`src/rtl/fetch_prefetch.sv`:
```
// Instruction fetch stage with a prefetch FIFO and up to DEPTH in-flight memory requests.
// Responses return in order. Redirects flush the FIFO and mark in-flight words to be dropped.
module fetch_prefetch #(
  parameter int unsigned XLEN          = 32,
  parameter int unsigned ILEN          = 32,
  parameter logic [XLEN-1:0] RESET_PC  = XLEN'('h10),
  parameter int unsigned DEPTH         = 4,
  localparam int unsigned LW           = $clog2(DEPTH) + 1
) (
  input  logic            clk,
  input  logic            clr_n,
  output logic            mio_req,
  output logic [XLEN-1:0] mio_addr,
  input  logic            mio_gnt,
  input  logic            mio_vld,
  input  logic [ILEN-1:0] mio_rdata,
  input  logic            redirect,
  input  logic [XLEN-1:0] redirect_pc,
  input  logic            stall,
  output logic            pen,
  output logic [XLEN-1:0] pc,
  output logic [XLEN-1:0] next_pc,
  output logic [ILEN-1:0] instr,
  output logic [LW-1:0]   level
);

  localparam int unsigned AW = LW - 1;
  localparam int unsigned CW = LW + 1;

  logic [XLEN-1:0] fetch_pc_q, fetch_pc_d;
  logic [XLEN-1:0] rsp_pc_q, rsp_pc_d;
  logic [LW-1:0]   wr_ptr_q, wr_ptr_d;
  logic [LW-1:0]   rd_ptr_q, rd_ptr_d;
  logic [LW-1:0]   outst_q, outst_d;
  logic [LW-1:0]   discard_q, discard_d;
  logic [XLEN-1:0] pc_mem_q  [DEPTH];
  logic [ILEN-1:0] ins_mem_q [DEPTH];

  logic [LW-1:0]   level_c;
  logic [CW-1:0]   inflight_c;
  logic [AW-1:0]   wr_idx, rd_idx;
  logic [XLEN-1:0] redirect_base;
  logic [XLEN-1:0] head_pc;
  logic            grant, push, pop;

  assign level_c       = wr_ptr_q - rd_ptr_q;
  assign inflight_c    = CW'(level_c) + CW'(outst_q);
  assign wr_idx        = wr_ptr_q[AW-1:0];
  assign rd_idx        = rd_ptr_q[AW-1:0];
  assign redirect_base = redirect_pc & ~(XLEN'(3));

  // Credit check uses pre-pop occupancy; no request while resetting or redirecting.
  assign mio_req  = clr_n & ~redirect & (inflight_c < CW'(DEPTH));
  assign mio_addr = fetch_pc_q;
  assign grant    = mio_req & mio_gnt;
  assign push     = mio_vld & ~redirect & (discard_q == '0);
  assign pop      = pen & ~stall & ~redirect;

  // Presented instruction comes straight from the FIFO head; zeroed when empty.
  assign head_pc = pc_mem_q[rd_idx];
  assign level   = level_c;
  assign pen     = (level_c != '0);
  assign pc      = pen ? head_pc : '0;
  assign next_pc = pen ? head_pc + XLEN'(4) : '0;
  assign instr   = pen ? ins_mem_q[rd_idx] : '0;

  // Next-state for fetch address, response PC, FIFO pointers and in-flight counters.
  always_comb begin
    fetch_pc_d = fetch_pc_q;
    rsp_pc_d   = rsp_pc_q;
    wr_ptr_d   = wr_ptr_q;
    rd_ptr_d   = rd_ptr_q;
    discard_d  = discard_q;
    outst_d    = outst_q + LW'(grant) - LW'(mio_vld);
    if (redirect) begin
      fetch_pc_d = redirect_base;
      rsp_pc_d   = redirect_base;
      rd_ptr_d   = wr_ptr_q;
      discard_d  = outst_q - LW'(mio_vld);
    end else begin
      if (grant) fetch_pc_d = fetch_pc_q + XLEN'(4);
      if (push) begin
        wr_ptr_d = wr_ptr_q + LW'(1);
        rsp_pc_d = rsp_pc_q + XLEN'(4);
      end
      if (pop) rd_ptr_d = rd_ptr_q + LW'(1);
      if (mio_vld && (discard_q != '0)) discard_d = discard_q - LW'(1);
    end
  end

  // Control state with synchronous active-low reset.
  always_ff @(posedge clk) begin
    if (!clr_n) begin
      fetch_pc_q <= RESET_PC;
      rsp_pc_q   <= RESET_PC;
      wr_ptr_q   <= '0;
      rd_ptr_q   <= '0;
      outst_q    <= '0;
      discard_q  <= '0;
    end else begin
      fetch_pc_q <= fetch_pc_d;
      rsp_pc_q   <= rsp_pc_d;
      wr_ptr_q   <= wr_ptr_d;
      rd_ptr_q   <= rd_ptr_d;
      outst_q    <= outst_d;
      discard_q  <= discard_d;
    end
  end

  // FIFO storage; contents are only observed through valid entries, so no reset.
  always_ff @(posedge clk) begin
    if (push) begin
      pc_mem_q[wr_idx]  <= rsp_pc_q;
      ins_mem_q[wr_idx] <= mio_rdata;
    end
  end

endmodule

```
`config.mk`:
```
export PLATFORM = sky130hd
export DESIGN_NAME = fetch_prefetch
export DESIGN_NICKNAME = d
export VERILOG_FILES = /design/src/rtl/fetch_prefetch.sv
export SDC_FILE = /design/constraint.sdc
export NUM_CORES = 1
export LEC_CHECK = 0
export CORE_AREA = 4 4 195 197
export DETAILED_ROUTE_END_ITERATION = 7
export DIE_AREA = 0 0 199 201
export GPL_TIMING_DRIVEN = 0
export SLEW_MARGIN = 5
export SYNTH_ARGS = -nofsm -noshare
export SYNTH_HDL_FRONTEND = slang
export SYNTH_SLANG_ARGS = --single-unit
```
`constraint.sdc`:
```
create_clock -name clk -period 10.55 [get_ports clk]
set_input_delay 1.055 -clock clk [delete_from_list [all_inputs] [get_ports clk]]
set_output_delay 1.055 -clock clk [all_outputs]
set_load 0.02 [all_outputs]
```
==> key figures <==
Global routing
  – Gr usage total: 0.187
  – Largest net degree at the start of global routing: 52
  – Antenna violations before repair: 0
  – Vias in the first global route: around 10k
  – Global route overflow: 0
  – First-pass GRT wire length: between 50000 and 60000 um

STA
  – Clock Skews: between 20 and 30 ps
  – Hold Vio Cnt, Final: 0
  – Worst-Margin Slew: about 1000 ps
  – Fin Hold WS: 525 ps
  – Period utilisation layout: 0.504
  – RSZ-0062 raised after global routing: no
  – Slew HR: 0.347
  – Tmin final: roughly 5300 ps
  – Total negative slack: 0 ps
  – Fin. max-slew vios: 0
  – Final setup viols: 0
  – Max frequency: 0.188 GHz

Die
  – Initial Utilization: 0.398
  – Die H: around 200 um
  – Core Box Area: between 30000 and 40000 um^2
  – I/O pin total: just over 200
  – Die Span X: ~200 um
  – Die footprint: around 40000 um^2
  – Row cnt: 70

Synthesis
  – Post-synthesis sequential area ratio: 0.619
  – Yosys reg bits: around 320
  – Top FF cell, synth: edfxtp_1
  – Yosys Warn Count: 0
  – Async set-reset flop share out of synthesis: 0
  – Avg Cell Area, Syn: approximately 14 um^2
  – Post-synthesis cell count: around 1.1k
  – Netlist cell types: 63
  – Synthesized area: ~14000 um^2
  – EDFF count, synth: 248

Detailed routing
  – First-pass detailed-route iteration total: 5
  – Via count: 9845
  – Initial DRC count: 617
  – Routed wire length per instance: roughly 21 um
  – Via density: between 5 and 6
  – DRC Markers: 0
  – Drt total wl: around 38000 um
  – Antenna Nets Post-Route: 0

Critical path
  – CP Class: flop to output port
  – Setup crit end kind: output port
  – Most used cell, CP: inv_1
  – Crit-path max cell delay: 580 ps
  – CP Max Fanout: 10
  – Critical path data arrival time: 4260 ps
  – Crit path launch type: flop
  – Delay-heaviest family, CP: buffers and inverters
  – WP data required: about 9500 ps
  – Critical path, cell by cell: inv_1 > ha_1 > inv_1 > fa_1 > xor3_1 > inv_1 > nor3_2 > buf_6 > clkbuf_1 > clkbuf_1 > nor2_1 > clkdlybuf4s50_1
  – Critical-path top delay cell: clkdlybuf4s50_1
  – Worst Path Buf+Inv: 7

Finish
  – Synth-to-Final Area Change: 26.3%
  – Fillers: between 3k and 4k
  – Commonest non-fill, non-tap cell in the layout: edfxtp_1
  – N_diodes: 0
  – Core occupancy in the finished layout: 0.503
  – Share of layout cells above drive strength 1: 0.110
  – Leading cell types in the layout, fill and taps excluded: edfxtp_1 (248), clkdlybuf4s50_1 (194), dfxtp_1 (74)
  – Post-layout net count: 1383

Hold path
  – Hold Crit Class: flop to flop

Run status
  – Outcome: completed

Pwr
  – Leakage: slightly below 6 nW
  – P per Cell Area: ~190 nW/um^2
  – Worst vdd ir: around 110 uV

Clocking
  – Root buf cell: clkbuf_16
  – CTS tree: yes
  – CTS max path bufs: 3
  – Post-CTS Setup Inserts: 0
  – Clock sink total: between 300 and 400
  – Cts hold-fix bufs: 0
  – CTS HTree Levels: 2
  – CTS clock-pin slew for the worst setup and hold paths: around 60 ps
  – Post-CTS Resized: 0
  – Clock latency on the worst-skew pair: 530 ps
  – CTS Buf Count: 36

Place
  – Number of port buffers: ~190
  – Routability congestion estimate: between 0.8 and 0.9
  – DPL Wire Length: ~27000 um

Run
  – Max_cap viols: 0
==> kinds of logic after synthesis <==
kind of cell               count (synthesis)  share of synthesized area
AOI/OAI and AO/OA                        187                     0.0773
xor gates and xnor gates                  40                     0.0253
adders and majority gates                 19                     0.0175
buffers and inverters                     96                     0.0316
DFF                                      322                      0.619
muxes                                     71                      0.104
other                                      1                   0.000260
and+or+nand+nor                          316                      0.125
==> stage by stage <==
| step | instance area (um^2) | instances | setup WS, ps | power [mW] |
|---|---|---|---|---|
| floorplan | 14400 | 1057 | 6740 | 1.90 |
| global placement | 17000 | 1719 | 4610 | 2.26 |
| detailed placement | 17100 | 1724 | 5720 | 2.27 |
| CTS | 18200 | 1787 | 5170 | 3.46 |
| global route | 18200 | 1787 | 4950 | 3.57 |
| finish | 18200 | 1787 | 5230 | 3.42 |
==> flip-flops by register name (all words and copies together), names as in the netlist, named ones only <==
register,flops
outst_q,3
rsp_pc_q,30
wr_ptr_q,3
ins_mem_q,128
rd_ptr_q,3
pc_mem_q,120
discard_q,3
mio_addr,30
==> power breakdown <==
part | internal (mW) | switching [mW]
registers | 1.42 | 0.0432
clock network | 0.698 | 0.483
logic | 0.344 | 0.435
total | 2.46 | 0.962
==> final timing paths <==
check        slack [ps]           end    startpoint  cells past startpoint
max reg2reg        6250    outst_q[2]   wr_ptr_q[0]                     19
min reg2reg         520  mio_addr[18]  mio_addr[18]                      2
min                 520  mio_addr[18]  mio_addr[18]                      2
max                5230        pc[30]   wr_ptr_q[0]                     12
==> synthesized netlist by cell type (26+ instances only) <==
| master | number | area (um^2) |
|---|---|---|
| edfxtp_1 | 248 | 7450 |
| a21oi_1 | 53 | 265 |
| nor2_1 | 53 | 199 |
| dfxtp_1 | 74 | 1480 |
| a31oi_1 | 31 | 194 |
| nand2_1 | 41 | 154 |
| nor2b_1 | 61 | 382 |
| mux4_2 | 50 | 1130 |
| o21ai_0 | 55 | 275 |
| nand4_1 | 26 | 163 |
| clkbuf_1 | 42 | 158 |
| xnor2_1 | 32 | 280 |
| inv_1 | 29 | 109 |
==> cell type report <==
cell class	instances	area, um^2	area share
timing repair buffer	199	2060	0.113
sequential	322	8930	0.490
tap	468	586	0.0321
clock buffer	50	977	0.0536
inverter	31	116	0.00638
multi-input combinational	639	5090	0.279
clock inverter	13	131	0.00721
buffer	65	339	0.0186
==> worst reg2reg max path: stages, from the launching register on <==
cell      delay, ps
dfxtp_1         350
inv_1           160
ha_1            180
inv_1            50
fa_1            360
xor3_1          210
inv_1           150
ha_1            260
nor4b_1         390
and4_1          320
inv_1           100
clkbuf_1        300
ha_1            370
inv_1            50
ha_1            130
inv_1            50
fa_1            370
xnor2_1         180
xnor2_1         140
nor2_1           50
==> per-layer routing <==
| metal | vias up | global-route usage | share of wire |
|---|---|---|---|
| met5 | - | 0 | 0 |
| met3 | 55 | 0.0368 | 0.075 |
| met4 | 0 | 0.0437 | 0.018 |
| met1 | 4808 | 0.274 | 0.45 |
| met2 | 398 | 0.290 | 0.46 |
| li1 | 4584 | - | - |
No activity file was read; power rests on OpenSTA's default activity.
